==> src/rtl/register_read_pkg.sv <==
// register_read_pkg: shared processor constants for operand read and writeback.
package register_read_pkg;
   localparam int ADDR_W = 3;
   typedef enum logic [1:0] {
      OP1_LOAD   = 2'd0,
      OP1_STORE  = 2'd1,
      OP1_BRANCH = 2'd2,
      OP1_ALU    = 2'd3
   } op1_t;
   // Loads and branches only consume operand B; operand A is forced to zero.
   function automatic logic reads_a(input logic [1:0] op);
      return !(op == OP1_LOAD || op == OP1_BRANCH);
   endfunction
endpackage

==> src/rtl/regfile_8x16.sv <==
// regfile_8x16: register array with one synchronous write port and two async read ports.
module regfile_8x16
   import register_read_pkg::*;
#(
   parameter int DATA_W = 16,
   parameter int NREG   = 8
) (
   input  logic              clock,
   input  logic              reset_n,
   input  logic              we,
   input  logic [ADDR_W-1:0] wa,
   input  logic [DATA_W-1:0] wd,
   input  logic [ADDR_W-1:0] ra_a,
   input  logic [ADDR_W-1:0] ra_b,
   output logic [DATA_W-1:0] rd_a,
   output logic [DATA_W-1:0] rd_b
);
   logic [DATA_W-1:0] regs [NREG];
   always_ff @(posedge clock or negedge reset_n)
      if (!reset_n)
         for (int i = 0; i < NREG; i++) regs[i] <= '0;
      else if (we)
         regs[wa] <= wd;
   assign rd_a = regs[ra_a];
   assign rd_b = regs[ra_b];
endmodule

==> src/rtl/register_read.sv <==
// register_read: operand fetch stage with write bypass, stall hold and in-place
// refresh of held operands.
module register_read
   import register_read_pkg::*;
#(
   parameter int DATA_W = 16,
   parameter int NREG   = 8
) (
   input  logic              clock,
   input  logic              reset_n,
   input  logic [1:0]        op1,
   input  logic [ADDR_W-1:0] Ra_op2,
   input  logic [ADDR_W-1:0] Rd_Rb,
   input  logic              issue,
   input  logic              stall,
   input  logic [ADDR_W-1:0] write_add,
   input  logic              writeOrder,
   input  logic [DATA_W-1:0] write_data,
   output logic [DATA_W-1:0] ar,
   output logic [DATA_W-1:0] br,
   output logic              operand_valid,
   output logic [ADDR_W-1:0] read_add_a,
   output logic [ADDR_W-1:0] read_add_b
);
   logic [DATA_W-1:0] rd_a, rd_b, cap_a, cap_b;
   logic              a_used;

   regfile_8x16 #(.DATA_W(DATA_W), .NREG(NREG)) u_rf (
      .clock   (clock),
      .reset_n (reset_n),
      .we      (writeOrder),
      .wa      (write_add),
      .wd      (write_data),
      .ra_a    (Ra_op2),
      .ra_b    (Rd_Rb),
      .rd_a    (rd_a),
      .rd_b    (rd_b)
   );

   assign cap_a = !reads_a(op1) ? '0 :
                  (writeOrder && write_add == Ra_op2) ? write_data : rd_a;
   assign cap_b = (writeOrder && write_add == Rd_Rb) ? write_data : rd_b;

   // a_used remembers whether ar is a real operand, so refresh never un-masks it.
   always_ff @(posedge clock or negedge reset_n)
      if (!reset_n) begin
         ar            <= '0;
         br            <= '0;
         read_add_a    <= '0;
         read_add_b    <= '0;
         operand_valid <= 1'b0;
         a_used        <= 1'b0;
      end else if (!stall) begin
         if (issue) begin
            ar         <= cap_a;
            br         <= cap_b;
            read_add_a <= Ra_op2;
            read_add_b <= Rd_Rb;
            a_used     <= reads_a(op1);
         end
         operand_valid <= issue;
      end else if (operand_valid && writeOrder) begin
         if (a_used && write_add == read_add_a) ar <= write_data;
         if (write_add == read_add_b) br <= write_data;
      end
endmodule

==> config.mk <==
export PLATFORM = sky130hd
export DESIGN_NAME = register_read
export DESIGN_NICKNAME = d
export VERILOG_FILES = /design/src/rtl/register_read_pkg.sv /design/src/rtl/regfile_8x16.sv /design/src/rtl/register_read.sv
export SDC_FILE = /design/constraint.sdc
export NUM_CORES = 1
export LEC_CHECK = 0
export ABC_AREA = 1
export CORE_AREA = 3 3 214 195
export CTS_CLUSTER_DIAMETER = 200
export DETAILED_ROUTE_END_ITERATION = 8
export DIE_AREA = 0 0 217 198
export DONT_BUFFER_PORTS = 1
export PLACE_DENSITY = 0.43
export SYNTH_ARGS = -nofsm -noshare
export SYNTH_HDL_FRONTEND = slang
export SYNTH_SLANG_ARGS = --single-unit
==> constraint.sdc <==
create_clock -name clock -period 1.5 [get_ports clock]
set_input_delay 0.15 -clock clock [delete_from_list [all_inputs] [get_ports clock]]
set_output_delay 0.15 -clock clock [all_outputs]
set_load 0.05 [all_outputs]
==> results of run 1 <==
==> power by group through the flow <==
stage	Sequential [mW]	Clock (mW)	Combinational, mW
3_3_place_gp	6.60	0	3.23
5_1_grt	6.65	4.80	3.98
6_report	6.53	4.49	3.48
2_1_floorplan	6.80	0	2.10
4_1_cts	6.53	4.63	3.36
3_5_place_dp	6.60	0	3.26
==> stage by stage <==
step	setup TNS [ns]	setup slack [ns]	hold slack [ns]	power, mW
2_1_floorplan	-0.870	-0.0694	-0.146	8.90
3_3_place_gp	-0.00394	-0.00394	-0.131	9.83
3_5_place_dp	-0.205	-0.0285	-0.132	9.86
4_1_cts	0	0.00997	-0.628	14.5
5_1_grt	-0.577	-0.0438	-0.628	15.4
6_report	0	0.00195	-0.603	14.5
==> cell type report <==
cell class	count	area, um2
clock buffer	18	439
clock inverter	14	138
fill	4451	27600
inverter	227	871
multi-input combinational	1039	4590
sequential	168	4210
tap	532	666
timing repair buffer	87	997
==> worst max-delay path: stages (launching register included) <==
cell and delay, ns:
dfrtp_2 0.43, xnor2_2 0.18, nand3_4 0.11, a21boi_4 0.18, buf_12 0.14, buf_12 0.15
inv_16 0.06, nand2_1 0.07, nand2_1 0.06, inv_1 0.05
==> worst paths after layout <==
check,slack [ns],end,depth (start not counted)
max,0.002,br[15]$_DFFE_PN0P_,9
min,-0.60,read_add_a[1]$_DFFE_PN0P_,0
max reg2reg,0.002,br[15]$_DFFE_PN0P_,9
min reg2reg,0.51,a_used$_DFFE_PN0P_,2
max in group asynchronous,1.52,operand_valid$_DFFE_PN0N_,0
min in group clock,0.01,u_rf.regs[65]$_DFFE_PN0P_,2
==> flip-flops by register name, summed over array words and instances, names as in the netlist <==
| signal | cells |
|---|---|
| read_add_a | 3 |
| ar | 16 |
| br | 16 |
| u_rf.regs | 128 |
| operand_valid | 1 |
| a_used | 1 |
| read_add_b | 3 |
==> cell usage after synthesis, drive strengths merged <==
| cell type | number | area share, % |
|---|---|---|
| nor3 | 1 | 0.051 |
| xnor2 | 1 | 0.089 |
| clkbuf | 47 | 1.8 |
| buf | 42 | 2.0 |
| dfrtp | 168 | 43 |
| nand2 | 626 | 24 |
| nor2 | 29 | 1.2 |
| inv | 227 | 8.6 |
| a21oi | 33 | 1.7 |
| nand3 | 211 | 11 |
| o21ai | 137 | 7.1 |
| a21boi | 1 | 0.19 |
==> per-layer routing <==
layer  vias to the layer above  part of all wire [%]  wire (um)  global-route usage, %
met3                        38                   5.0       1900                   2.78
met4                         0                   1.9        702                   4.30
met2                       246                    45      16800                   27.7
met1                      4513                    48      18100                   24.8
met5                         -                     0          0                      0
li1                       4709                     -          -                      -
==> cell families (layout without fill, tap and decap cells) <==
logic type / count (synthesis) / in the layout / share of synthesized area [%]
buffers and inverters: 316 / 346 / 12.4
XOR/XNOR: 1 / 1 / 0.0889
AND/OR/NAND/NOR: 867 / 867 / 35.8
AO/OA/AOI/OAI: 171 / 171 / 8.98
flip-flops: 168 / 168 / 42.7
==> timing repair <==
action                                  CTS  global route
endpoints found under the setup margin   20            32
pin swaps                                 0            13
gates cloned                              0             3
endpoints found under the hold margin   227           168
buffers inserted                          0             2
resized for setup                         4            52
==> key figures, run 1 <==
Place
  • Gpl congestion: 0.763
  • Area of placed instances: 0.0108 mm2
  • Post-DP HPWL: 21700 um
  • I/O Buffers: 0
  • DP Cell Count: 2027

Floorplanning
  • Die area: 0.0430 mm2
  • # IOs: 71
  • Die Height: 198 um
  • CORE AREA: 0.0395 mm2
  • Row count: 69
  • Starting Density: 24.9%
  • Overall die width: 217 um

Routing
  • Total wire length: 37500 um
  • DRC viols: 0
  • First-pass DRT Iterations: 5
  • DR WL/cell: 18.0 um
  • Iteration-0 DRC Markers: 772
  • Vias/cell: 4.56
  • Remaining antenna violation count: 0
  • Via count: 9506

Yosys
  • Register area share after synthesis: 42.7%
  • Distinct cells, synth: 20
  • Syn Nets: 1555
  • Mapped Cells: 1523
  • Syn_area_per_cell: 6.47 um2
  • Yosys reg bits: 168
  • Yosys warning count: 0
  • Cell Area, Synth: 0.00985 mm2

Timing
  • Min cycle time layout: 1.50 ns
  • Post-route clock period utilization: 99.9%
  • Slew margin rel.: 39.0%
  • Final slew viol count: 0
  • RSZ-0062 raised after global routing: yes
  • Fin Hold WS: -0.603 ns
  • Worst-Margin Slew: 0.913 ns
  • Endpoints failing setup: 0
  • Final hold violation count: 168
  • Maximum clock rate: 668 MHz
  • Clk_skew: 0.00944 ns

Worst hold path
  • Hold Path Class: in2async

Finish
  • Antenna Cells: 0
  • Nets: 1572
  • Fin util: 30.1%
  • Share of post-route cells with drive strength above 1: 10.2%
  • Commonest cells after routing, fill and taps aside: nand2_1, inv_1, nand3_1
  • Final non-filler cell area: 0.0119 mm2
  • Area grow syn2layout: 20.9%
  • Commonest non-fill, non-tap cell in the layout: nand2_1
  • Final non-filler cell total: 2085

Power and ir drop
  • Sequential share of power: 45.0%
  • Logic gate share of total power: 24.0%
  • Net Switching: 5.41 mW
  • Part of the power in the clock network: 31.0%
  • PwrDens: 1220 mW/mm2
  • Cell Int Power: 9.09 mW
  • Leakage: 6.20 nW
  • Switching share of power: 37.3%
  • Peak VDD IR: 0.694 mV

CTS
  • Worst-path clk slew: 0.07 ns
  • CTS sink cnt: 168
  • Bufs on Longest Clock Path: 2
  • CTS tree: yes
  • CTS buffer count: 17
  • H-tree levels: 4
  • Hold_buf cts: 21
  • Worst-Skew Late Latency: 0.46 ns
  • Root buf cell: clkbuf_16

Flow run
  • Max-Cap Viols: 0

Critical path
  • CP startpoint: read_add_b[1]$_DFFE_PN0P_
  • Crit path DAT: 1.89 ns
  • Worst endpoint required time: 1.90 ns
  • Worst r2r src: read_add_b[1]$_DFFE_PN0P_
  • Kind of critical path: reg2reg
  • Critical Path Source Type: flip-flop
  • Crit path max fanout: 16
  • Crit path capture type: flip-flop

Global route
  • Number of global-route vias before repair: 9309
  • Largest net degree at the start of global routing: 169
  • First-pass GRT wire length: 57200 um
  • Final global-route overflow total: 0
  • Initial antenna violation count: 0
  • Global-route usage over all layers: 17.4%

Outcome
  • Failing checks: negative hold slack
  • Status: finished with violations
(Power assumes the default switching activity.)
==> inputs of run 2 (changes only) <==
--- a/config.mk
+++ b/config.mk
@@ -14,4 +14,5 @@
 export PLACE_DENSITY = 0.43
 export SYNTH_ARGS = -nofsm -noshare
 export SYNTH_HDL_FRONTEND = slang
+export SYNTH_HIERARCHICAL = 1
 export SYNTH_SLANG_ARGS = --single-unit
==> constraint.sdc (replaced) <==
create_clock -name clock -period 1.4 [get_ports clock]
set_input_delay 0.14 -clock clock [delete_from_list [all_inputs] [get_ports clock]]
set_output_delay 0.14 -clock clock [all_outputs]
set_load 0.05 [all_outputs]
==> run 2 against run 1 <==
The flow finishes with violations (negative hold slack, negative setup slack). Largest cell class unchanged. Synthesized cell count decreased by 1.8%. First-iteration DRC count decreased by 3.8%. Highest routed layer unchanged. Clock skew increased by 0.0026 ns. Total power increased by 6.4%. Count of clock-buffer cells in the layout increased by 5. Critical path type unchanged.
==> key figures, run 2 <==
Outcome
  • Status: finished with violations
  • Failing checks: negative hold slack, negative setup slack

Floorplanning
  • # IOs: 71 (unchanged)
  • Die Height: 198 um (unchanged)
  • Die area: 0.0430 mm2 (unchanged)
  • Row count: 69 (unchanged)
  • Starting Density: 25.0% (+0.079 points)
  • CORE AREA: 0.0395 mm2 (unchanged)
  • Overall die width: 217 um (unchanged)

Finish
  • Top Registers: u_rf/regs (128), ar (16), br (16)
  • Area grow syn2layout: 16.4%
  • Largest register FFs: 128 (unchanged)
  • Nets: 1529 (-2.7%)
  • Final non-filler cell total: 2042 (-2.1%)
  • Biggest register: u_rf/regs
  • Commonest cells after routing, fill and taps aside: nand2_1, inv_1, dfrtp_1
  • Fin util: 29.1% (-1.0 points)
  • Commonest non-fill, non-tap cell in the layout: nand2_1
  • Share of post-route cells with drive strength above 1: 7.55% (-2.6 points)

Routing
  • Vias/cell: 4.50 (-1.4%)
  • Remaining antenna violation count: 0 (unchanged)
  • Total wire length: 33200 um (-12%)
  • DR WL/cell: 16.3 um (-9.7%)
  • DRC viols: 0 (unchanged)
  • Iteration-0 DRC Markers: 743 (-3.8%)
  • First-pass DRT Iterations: 7 (+2)
  • Via count: 9181 (-3.4%)

CTS
  • CTS tree: yes
  • CTS sink cnt: 168 (unchanged)
  • Hold_buf cts: 25 (+19%)
  • CTS buffer count: 17 (unchanged)
  • Root buf cell: clkbuf_16
  • Worst-Skew Late Latency: 0.46 ns (about the same)
  • Worst-path clk slew: 0.07 ns (about the same)
  • H-tree levels: 4 (unchanged)
  • Bufs on Longest Clock Path: 2 (unchanged)

Yosys
  • Dominant cells by area after synthesis: dfrtp_1, nand2_1, nand3_1, o21ai_0, inv_1
  • Syn Nets: 1528 (-1.7%)
  • Top post-synthesis cells by count: nand2_1, inv_1, dfrtp_1
  • Mapped Cells: 1496 (-1.8%)
  • Number of synthesized flops with an enable pin: 0 (unchanged)
  • Yosys warning count: 6 (+6)
  • Cell Area, Synth: 0.00988 mm2 (+0.32%)
  • Yosys reg bits: 168 (unchanged)
  • Register area share after synthesis: 42.5% (-0.14 points)
  • Most area-hungry cell type in the Yosys netlist: dfrtp_1
  • Distinct cells, synth: 25 (+25%)
  • Syn_area_per_cell: 6.61 um2 (+2.1%)
  • Top_reg_cell synth: dfrtp_1
  • Post-synth ARST share: 100% (unchanged)
  • Synth top area share: 42.5% (-0.14 points)
  • Count leader, synth: nand2_1

Timing
  • Worst-Margin Slew: 0.739 ns (-0.173 ns)
  • Setup tns final: -0.00666 ns (-0.00666 ns)
  • Post-route clock period utilization: 100% (+0.37 points)
  • Final slew viol count: 0 (unchanged)
  • Min cycle time layout: 1.40 ns (-0.0946 ns)
  • Final WS setup: -0.00341 ns (-0.00536 ns)
  • Clk_skew: 0.0121 ns (+0.00263 ns)
  • Endpoints failing setup: 3 (+3)
  • Slew margin rel.: 50.5% (+12 points)
  • Final hold violation count: 168 (unchanged)
  • RSZ-0062 raised after global routing: yes
  • Maximum clock rate: 713 MHz (+6.7%)
  • Fin Hold WS: -0.603 ns (-0.000435 ns)

Critical path
  • Slowest-stage cell, CP: dfrtp_2
  • FF-to-FF setup slack: -0.003 ns (about the same)
  • Crit path max fanout: 8 (-8)
  • Worst endpoint required time: 1.79 ns (-0.11 ns)
  • CP bufs+invs: 1 (-3)
  • Reg2reg path depth: 10 (+1)
  • Crit path DAT: 1.79 ns (-0.10 ns)
  • Crit path capture type: flip-flop
  • CP startpoint: read_add_a[0]$_DFFE_PN0P_
  • Slowest cell delay on critical path: 0.40 ns (-0.03 ns)
  • Critical Path Source Type: flip-flop
  • Kind of critical path: reg2reg
  • Crit-path leading delay family: simple AND/OR/NAND/NOR gates
  • CP Depth: 10 (+1)
  • Worst r2r src: read_add_a[0]$_DFFE_PN0P_
  • CP dominant cell by count: nand2_2
  • Ordered list of cells on the worst path: inv_2, nand2_2, nand2_2, nor2_4, nand2_2, nand2_4, nand2_8, nor2_4, nand2_1, nand2_1
  • Capture point of the worst reg-to-reg path: ar[1]$_DFFE_PN0P_
  • CP endpoint: ar[1]$_DFFE_PN0P_

Global route
  • Global-route usage over all layers: 15.8% (-1.6 points)
  • Final global-route overflow total: 0 (unchanged)
  • Initial antenna violation count: 1 (+1)
  • First-pass GRT wire length: 53000 um (-7.4%)
  • Largest net degree at the start of global routing: 169 (unchanged)
  • Number of global-route vias before repair: 9162 (-1.6%)

Place
  • I/O Buffers: 0 (unchanged)
  • Gpl congestion: 0.786 (+3.0%)
  • Post-Place Setup Slack: -0.0280 ns (+0.000499 ns)
  • Post-DP HPWL: 20400 um (-6.1%)
  • DP Cell Count: 1983 (-2.2%)

Power and ir drop
  • Power consumption: 15.4 mW (+6.4%)
  • Leakage: 6.22 nW (+0.31%)
  • PwrDens: 1340 mW/mm2 (+10%)
  • Peak VDD IR: 0.731 mV (+5.4%)

Flow run
  • Max-Cap Viols: 0 (unchanged)

Worst hold path
  • Hold Path Class: in2async
-- run 2: cell count changes after synthesis, moves of 10 or more --
cell	delta
buf_2	+28
clkbuf_1	-23
nand3b_1	+16
nand3_1	-59
nand3_2	+10
buf_1	-17
nand2_1	+94
inv_1	-46
nor2_1	-12
a21oi_1	-32
-- run 2: per-layer routing --
| layer | global-route usage [%] | vias to the layer above | wire length [um] | part of all wire [%] |
|---|---|---|---|---|
| met2 | 24.8 | 212 | 14500 | 44 |
| li1 | - | 4581 | - | - |
| met3 | 3.04 | 35 | 1530 | 4.6 |
| met5 | 0 | - | 0 | 0 |
| met1 | 22.4 | 4353 | 16600 | 50 |
| met4 | 4.52 | 0 | 635 | 1.9 |
-- run 2: cells by family (layout without fill, tap and decap cells) --
kind of cell | count (synthesis) | in the layout | synth area share, %
flops | 168 | 168 | 42.5
simple gates | 924 | 925 | 39.1
buf+inv | 267 | 279 | 11.2
xor+xnor | 1 | 1 | 0.0886
other cells | 0 | 1 | 0
mux | 1 | 1 | 0.114
compound gates | 135 | 135 | 6.97
-- run 2: worst min path at each step --
| stage | endpoint | slack, ns | from |
|---|---|---|---|
| 5_1_grt | read_add_b[2]$_DFFE_PN0P_ | -0.64 | reset_n |
| 6_report | u_rf/regs[64]$_DFFE_PN0P_ | -0.60 | reset_n |
| 2_1_floorplan | a_used$_DFFE_PN0P_ | -0.16 | reset_n |
| 3_3_place_gp | u_rf/regs[80]$_DFFE_PN0P_ | -0.14 | reset_n |
| 4_1_cts | read_add_b[2]$_DFFE_PN0P_ | -0.63 | reset_n |
| 3_5_place_dp | u_rf/regs[64]$_DFFE_PN0P_ | -0.14 | reset_n |
-- run 2: cell type report --
type	count	area [um2]
diodes	1	2.50
clock buffers	23	468
clock inverters	8	145
fillers	4406	28000
inverters	184	696
multi-input cells	1062	4620
flip-flops and latches	168	4210
well taps	532	666
repair buffers	64	701
-- run 2: what timing repair did --
action                     4_1_cts  5_1_grt
resized for setup                2       10
setup endpoints to repair       16       32
setup buffers                    0        0
hold endpoints to repair       324      168
gates cloned                     1        1
pin swaps                        4        4
-- run 2: where the power goes --
part / leakage (nW) / internal [mW] / switching (mW) / total [mW]
clock: 0.293 / 3.07 / 2.08 / 5.14
sequential: 2.10 / 5.78 / 1.25 / 7.03
combinational: 3.82 / 1.22 / 2.03 / 3.25
total: 6.22 / 10.1 / 5.36 / 15.4
-- run 2: per-stage QoR --
step / hold WS [ns] / instance area (um2)
finish: -0.603 / 11500
global route: -0.642 / 11500
CTS: -0.632 / 11400
detailed placement: -0.140 / 10600
global placement: -0.139 / 10600
floorplan: -0.156 / 9900
